`config.mk`:
```
export PLATFORM = sky130hd
export DESIGN_NAME = rr_arb8
export DESIGN_NICKNAME = d
export VERILOG_FILES = /design/src/rtl/rr_arb_pkg.sv /design/src/rtl/rr_pick8.sv /design/src/rtl/rr_arb8.sv
export SDC_FILE = /design/constraint.sdc
export NUM_CORES = 1
export LEC_CHECK = 0
export ABC_AREA = 1
export CORE_UTILIZATION = 30
export DETAILED_ROUTE_END_ITERATION = 7
export PLACE_DENSITY = 0.59
export SLEW_MARGIN = 10
export SYNTH_ARGS = -nofsm -noshare
export SYNTH_HDL_FRONTEND = slang
export SYNTH_HIERARCHICAL = 1
export SYNTH_SLANG_ARGS = --single-unit
```
`constraint.sdc`:
```
create_clock -name clk -period 3.1 [get_ports clk]
set_input_delay 0.62 -clock clk [delete_from_list [all_inputs] [get_ports clk]]
set_output_delay 0.62 -clock clk [all_outputs]
set_load 0.005 [all_outputs]
```
`src/rtl/rr_arb_pkg.sv`:
```
// Shared types and sizes for the 8-way round-robin arbiter.
// Holds the FSM state enum and requester count / index width.
package rr_arb_pkg;

  localparam int NREQ = 8;
  localparam int IDW  = 3;

  typedef enum logic [1:0] {
    IDLE    = 2'd0,
    GRANT   = 2'd1,
    RELEASE = 2'd2
  } state_t;

endpackage

```
`src/rtl/rr_pick8.sv`:
```
// Rotating priority search: first set req bit at or above ptr, wrapping 7->0.
// Ports: req[7:0], ptr[2:0] in; any (some request set), idx[2:0] out.
import rr_arb_pkg::*;

module rr_pick8 (
  input  logic [NREQ-1:0] req,
  input  logic [IDW-1:0]  ptr,
  output logic            any,
  output logic [IDW-1:0]  idx
);

  logic [IDW-1:0] j;

  // Walk from farthest to nearest so the nearest hit overwrites the rest.
  always_comb begin
    any = 1'b0;
    idx = '0;
    j   = '0;
    for (int k = NREQ - 1; k >= 0; k--) begin
      j = ptr + IDW'(k);
      if (req[j]) begin
        any = 1'b1;
        idx = j;
      end
    end
  end

endmodule

```
`src/rtl/rr_arb8.sv`:
```
// 8-way round-robin arbiter with registered one-hot grant and hold timeout.
// Ports: clk, rst (async high), en, req[7:0], done in; gnt, gnt_id, gnt_vld, timeout out.
import rr_arb_pkg::*;

module rr_arb8 #(
  parameter int MAX_HOLD = 16
) (
  input  logic            clk,
  input  logic            rst,
  input  logic            en,
  input  logic [NREQ-1:0] req,
  input  logic            done,
  output logic [NREQ-1:0] gnt,
  output logic [IDW-1:0]  gnt_id,
  output logic            gnt_vld,
  output logic            timeout
);

  localparam logic [7:0] HOLD_LAST = 8'(MAX_HOLD - 1);

  state_t          state, state_n;
  logic [IDW-1:0]  ptr, ptr_n;
  logic [7:0]      hold, hold_n;
  logic [NREQ-1:0] gnt_n;
  logic [IDW-1:0]  id_n;
  logic            vld_n;
  logic            to_n;
  logic            pick_any;
  logic [IDW-1:0]  pick_idx;
  logic            rel;

  rr_pick8 u_pick (
    .req (req),
    .ptr (ptr),
    .any (pick_any),
    .idx (pick_idx)
  );

  // Voluntary release; wins over the forced one.
  assign rel = done | ~req[gnt_id];

  always_comb begin
    state_n = state;
    ptr_n   = ptr;
    hold_n  = hold;
    gnt_n   = gnt;
    id_n    = gnt_id;
    vld_n   = gnt_vld;
    to_n    = 1'b0;
    unique case (state)
      IDLE: begin
        if (en && pick_any) begin
          state_n = GRANT;
          gnt_n   = {{(NREQ-1){1'b0}}, 1'b1} << pick_idx;
          id_n    = pick_idx;
          vld_n   = 1'b1;
          ptr_n   = pick_idx + 1'b1;
          hold_n  = '0;
        end
      end
      GRANT: begin
        if (rel || hold == HOLD_LAST) begin
          state_n = RELEASE;
          gnt_n   = '0;
          vld_n   = 1'b0;
          to_n    = ~rel;
        end else if (hold != 8'hFF) begin
          hold_n = hold + 8'd1;
        end
      end
      RELEASE: begin
        state_n = IDLE;
      end
      default: begin
        state_n = IDLE;
        gnt_n   = '0;
        vld_n   = 1'b0;
      end
    endcase
  end

  always_ff @(posedge clk or posedge rst) begin
    if (rst) begin
      state   <= IDLE;
      ptr     <= '0;
      hold    <= '0;
      gnt     <= '0;
      gnt_id  <= '0;
      gnt_vld <= 1'b0;
      timeout <= 1'b0;
    end else begin
      state   <= state_n;
      ptr     <= ptr_n;
      hold    <= hold_n;
      gnt     <= gnt_n;
      gnt_id  <= id_n;
      gnt_vld <= vld_n;
      timeout <= to_n;
    end
  end

endmodule

```
# == After elaboration in Yosys (flattened, before gate mapping) ==
# Cells that the tools add are included.
# totals
reg_bits,26
in_bits,12
word_cells,95
# op_classes
n_addsub,9
magnitude_cmp,9
n_eq_ne,8
shifts,1
n_mux,49
bitwise_logic,4
reduce_logical,8
# op_table
cell,n
two-way mux 8 bit,5
"< comparator 3 x 4 -> 1 bit, second input constant",9
binary-select mux 1 bit (select 3 bit),9
two-way mux 3 bit,8
one-hot mux 8 bit (3 select lines),1
two-way mux 1 bit,21
one-hot mux 8 bit (2 select lines),1
"adder 3 bit, second input constant",4
"adder 8 x 1 -> 8 bit, second input constant",1
"equality test 8 x 4 -> 1 bit, second input constant",1
"inequality test 2 bit, second input constant",4
"inequality test 8 bit, second input constant",1
"left shift 1 x 3 -> 8 bit, first input constant",1
"adder 3 x 1 -> 3 bit, second input constant",2
"adder 3 x 2 -> 3 bit, second input constant",2
two-way mux 2 bit,2
one-hot mux 2 bit (2 select lines),1
AND reduction 2 bit,2
AND reduction 4 bit,1
NOT 1 bit,3
one-hot mux 1 bit (3 select lines),1
AND reduction 3 bit,1
"equality test 2 x 1 -> 1 bit, second input constant",1
"equality test 2 bit, second input constant",1
5 further kinds,5

# == Longest topological paths before layout ==
# logic_depth
depth_word,14
mapped_depth,22
depth_no_buf,21

# == Cells and area by module ==
# The synthesis kept the hierarchy.
# modules_own_cells
mod,n_inst,cells_per_inst,area_each_um2,seq_area_each_um2
rr_arb8,1,196,1535.2,650.6
rr_pick8,1,122,739.5,0.0

# == Least setup slack after synthesis ==
# OpenSTA, ideal clock, no wires.
# synth_timing
kind,reg-to-reg
startpoint,register ptr[0]
endpoint,register ptr[1]
setup_time_ns,0.128
arrival_time_ns,2.540
setup_slack_ns,0.433
path_stages_with_launch,18
n_path_buf,2
cell_sequence,dfrtp_1 buf_6 inv_8 ha_1 buf_4 inv_2 nand3_2 and2_4 nand2_4 nand2_4 nor2_4 inv_2 o21ai_2 nand2_1 o21ai_1 inv_1 ha_1 mux2_1
# synth_lines
element,line,rtl
start: declaration,rr_arb8.sv:22,"logic [IDW-1:0] ptr, ptr_n;"
start signal: assignment,rr_arb8.sv:93,ptr <= ptr_n;
adder 3 bit,rr_pick8.sv:20,j = ptr + IDW'(k);
binary-select mux 1 bit (select 3 bit),rr_pick8.sv:21,if (req[j]) begin
two-way mux 1 bit (not written as such),rr_pick8.sv:21,
two-way mux 3 bit (7 in a row),rr_pick8.sv:21,
two-way mux 3 bit (*),rr_pick8.sv:21,
net pick_idx[0],rr_arb8.sv:29,logic [IDW-1:0] pick_idx;
adder 3 x 1 -> 3 bit (*),rr_arb8.sv:57,ptr_n = pick_idx + 1'b1;
# Mark *: on every way through the listed nets, which the timed path passes. The rest lies on a longest branch. The select of a mux whose other input is x is not followed.
# A chain may end at the register's enable or synchronous reset.

# == Final worst setup path ==
# Ends and elaborated chain as after synthesis.

==> out/qor.yml <==
outcome:
  outcome: "completed"
clock_tree:
  hold_buffers: 0
  htreeDepth: 1
  cts_tree: "built"
  post_cts_buffers: 0
  cts-root-buf: "clkbuf_8"
  clk_pin_slew_worst_paths_ns: 0.09
  clockBufferDepth: 2
  ctsResizeCount: 0
  clock-sinks: 26
  cts_made_buffers: 3
  insertion_delay_ns: 0.27
pwr:
  power.leakage_nw: 1.33
  cellPowerDensity_mw_per_mm2: 1240
  p_comb_share_pct: 74.6
  power_frac_seq_pct: 16.9
  peakVddDrop_mv: 0.331
  sw_frac_of_total_pct: 54.2
  p_switching_mw: 1.81
  clkPwrFrac_pct: 8.5
  p_int_mw: 1.53
min_path:
  hp-start: "gnt[1]"
  hold_end: "gnt[1]"
  hp-class: "reg -> reg"
  whs_path_depth: 2
global_routing:
  antenna_found_initial: 0
  grt_pass1_wl_um: 8980
  grt_pass1_vias: 1978
  track_usage_pct: 14.4
  grt_max_degree: 27
  grt.overflow.total: 0
routing:
  ant_nets: 0
  routed_wl_um: 5270
  drt_iter0_drc: 88
  vias_per_cell: 4.71
  num_vias: 2092
  first_pass_iters: 4
  routedWlPerCell_um: 11.9
  drc: 0
die:
  num_io_pins: 25
  row_count: 31
  start_util_pct: 31.2
  die-height_um: 89.1
  die_w_um: 89.1
  core_area_mm2: 0.00729
  die-area_mm2: 0.00793
timing:
  rsz0062_at_grt: "false"
  hold_violations: 0
  fin_setup_tns_ns: 0
  skew_ns: 0.00317
  fin_crit_sh_pct: 91.1
  layout_setup_ws_ns: 0.277
  slew_violations: 0
  tightestPinTransition_ns: 0.488
  fmax_ghz: 0.354
  setup_violations: 0
  post-route-min-period_ns: 2.82
  slew_headroom_pct: 67.4
placed_design:
  post_dp_cell_area_mm2: 0.00262
  dp_hpwl_um: 4150
  gp_congestion: 0.922
  dp.cells: 440
  pre_cts_ws_ns: 0.0902
  io_buffers: 24
cells_and_area:
  drive_gt1_share_pct: 21.2
  stdcell_area_mm2: 0.00270
  final_common_cell: "nand2_1"
  final_cell_mix: "nand2_1, nand3_1, dfrtp_1"
  layout.cells.non_filler: 444
  syn_to_final_growth_pct: 18.5
  antenna_cells: 0
  final_nets: 367
worst_setup_path:
  r2r_cells: 13
  crit_fanout: 10
  cp-startpoint: "ptr[0]"
  r2r_end: "ptr[1]"
  cp.arrival_ns: 2.98
  r2r_start: "ptr[0]"
  start_kind: "flop"
  worstPathRequired_ns: 3.26
  endpoint_kind: "flop"
  critPathKind: "reg -> reg"
  reg2reg_setup_slack_ns: 0.28
yosys:
  async_flop_share_pct: 100
  yosysTopAreaCellShare_pct: 28.6
  seq_area_frac_synth_pct: 28.6
  synth-main-ff-cell: "dfrtp_1"
  ys_types: 36
  synth_area_mm2: 0.00227
  synth_cells: 318
  synth-edff-count: 0
  yosys_warnings: 6
  syn_avg_cell_area_um2: 7.15
  synth-seq-cells: 26
  synth.area.top_cells: "dfrtp_1, nand2_1, nand3_1"
  syn_nets: 339
  synth_top_cell_by_area: "dfrtp_1"
run:
  cap_violations: 0
cell type report:
cell class	count	area (um^2)
sequential	26	651
multi-input combinational	245	1410
tap	99	124
fill	789	4600
inverter	42	170
timing repair buffer	28	270
clock inverter	1	30.0
clock buffer	3	41.3
flip-flops by register name (all words and copies together) (netlist names):
| signal | count |
|---|---|
| hold | 8 |
| gnt_id | 3 |
| state | 2 |
| gnt | 8 |
| ptr | 3 |
| gnt_vld | 1 |
| timeout | 1 |
how the worst max path moves through the flow:
stage	slack (ns)	endpoint	cells after the start
2_1_floorplan	0.43	ptr[1]	17
3_3_place_gp	0.13	ptr[1]	12
3_5_place_dp	0.09	ptr[1]	12
4_1_cts	0.16	ptr[1]	13
5_1_grt	0.08	ptr[1]	13
6_report	0.28	ptr[1]	13
stage by stage:
| stage | power, mW | hold slack (ns) | utilization (%) |
|---|---|---|---|
| 2_1_floorplan | 2.50 | 0.465 | - |
| 3_3_place_gp | 3.05 | 0.460 | 36.0 |
| 3_5_place_dp | 3.04 | 0.467 | 36.0 |
| 4_1_cts | 3.35 | 0.488 | 36.9 |
| 5_1_grt | 3.69 | 0.494 | 37.0 |
| 6_report | 3.34 | 0.480 | 37.0 |
routing by layer:
layer / up-vias / GRT usage [%] / wire [um]
met2: 41 / 26.1 / 2650
met5: - / 0 / 0
met1: 968 / 18.0 / 2390
li1: 1079 / - / -
met3: 4 / 2.12 / 191
met4: 0 / 3.75 / 37
power by group through the flow:
stage / Combinational [mW] / Sequential [mW] / Clock, mW
2_1_floorplan: 1.96 / 0.538 / 0
3_3_place_gp: 2.48 / 0.572 / 0
3_5_place_dp: 2.47 / 0.575 / 0
4_1_cts: 2.48 / 0.568 / 0.294
5_1_grt: 2.81 / 0.581 / 0.303
6_report: 2.49 / 0.565 / 0.283
synth_stat cells (2+ instances only):
cell and number:
inv_2 13, nor3_1 5, inv_4 2, nor2_1 14, buf_6 3, nand2_2 14, inv_1 24, nand3_1 46
nor2_2 4, nand2_1 96, a21oi_1 10, nand4_1 3, clkinv_1 2, dfrtp_1 26, nand3b_1 3, ha_1 9
o21ai_1 6, nand2_4 5, nand3_2 16
cell families (layout without fill, tap and decap cells):
kind of cell,count (synthesis),after routing,share of synthesized area [%]
DFF,26,26,28.6
adders and majority gates,9,9,4.95
AOI/OAI and AO/OA,20,20,4.79
and+or+nand+nor,213,213,50.1
xor gates and xnor gates,2,2,1.60
buffers and inverters,47,74,9.52
muxes,1,1,0.495
worst max-delay path, stage by stage, from the launching register on:
cell and delay, ns:
dfrtp_1 0.45, inv_8 0.08, ha_2 0.45, inv_2 0.12
nand3_2 0.12, nand3_2 0.09, nand2_2 0.09, inv_2 0.06
a21oi_1 0.17, o21ai_2 0.08, o21ai_1 0.28, inv_1 0.14
ha_1 0.30, mux2_1 0.27
(Power assumes the default switching activity.)
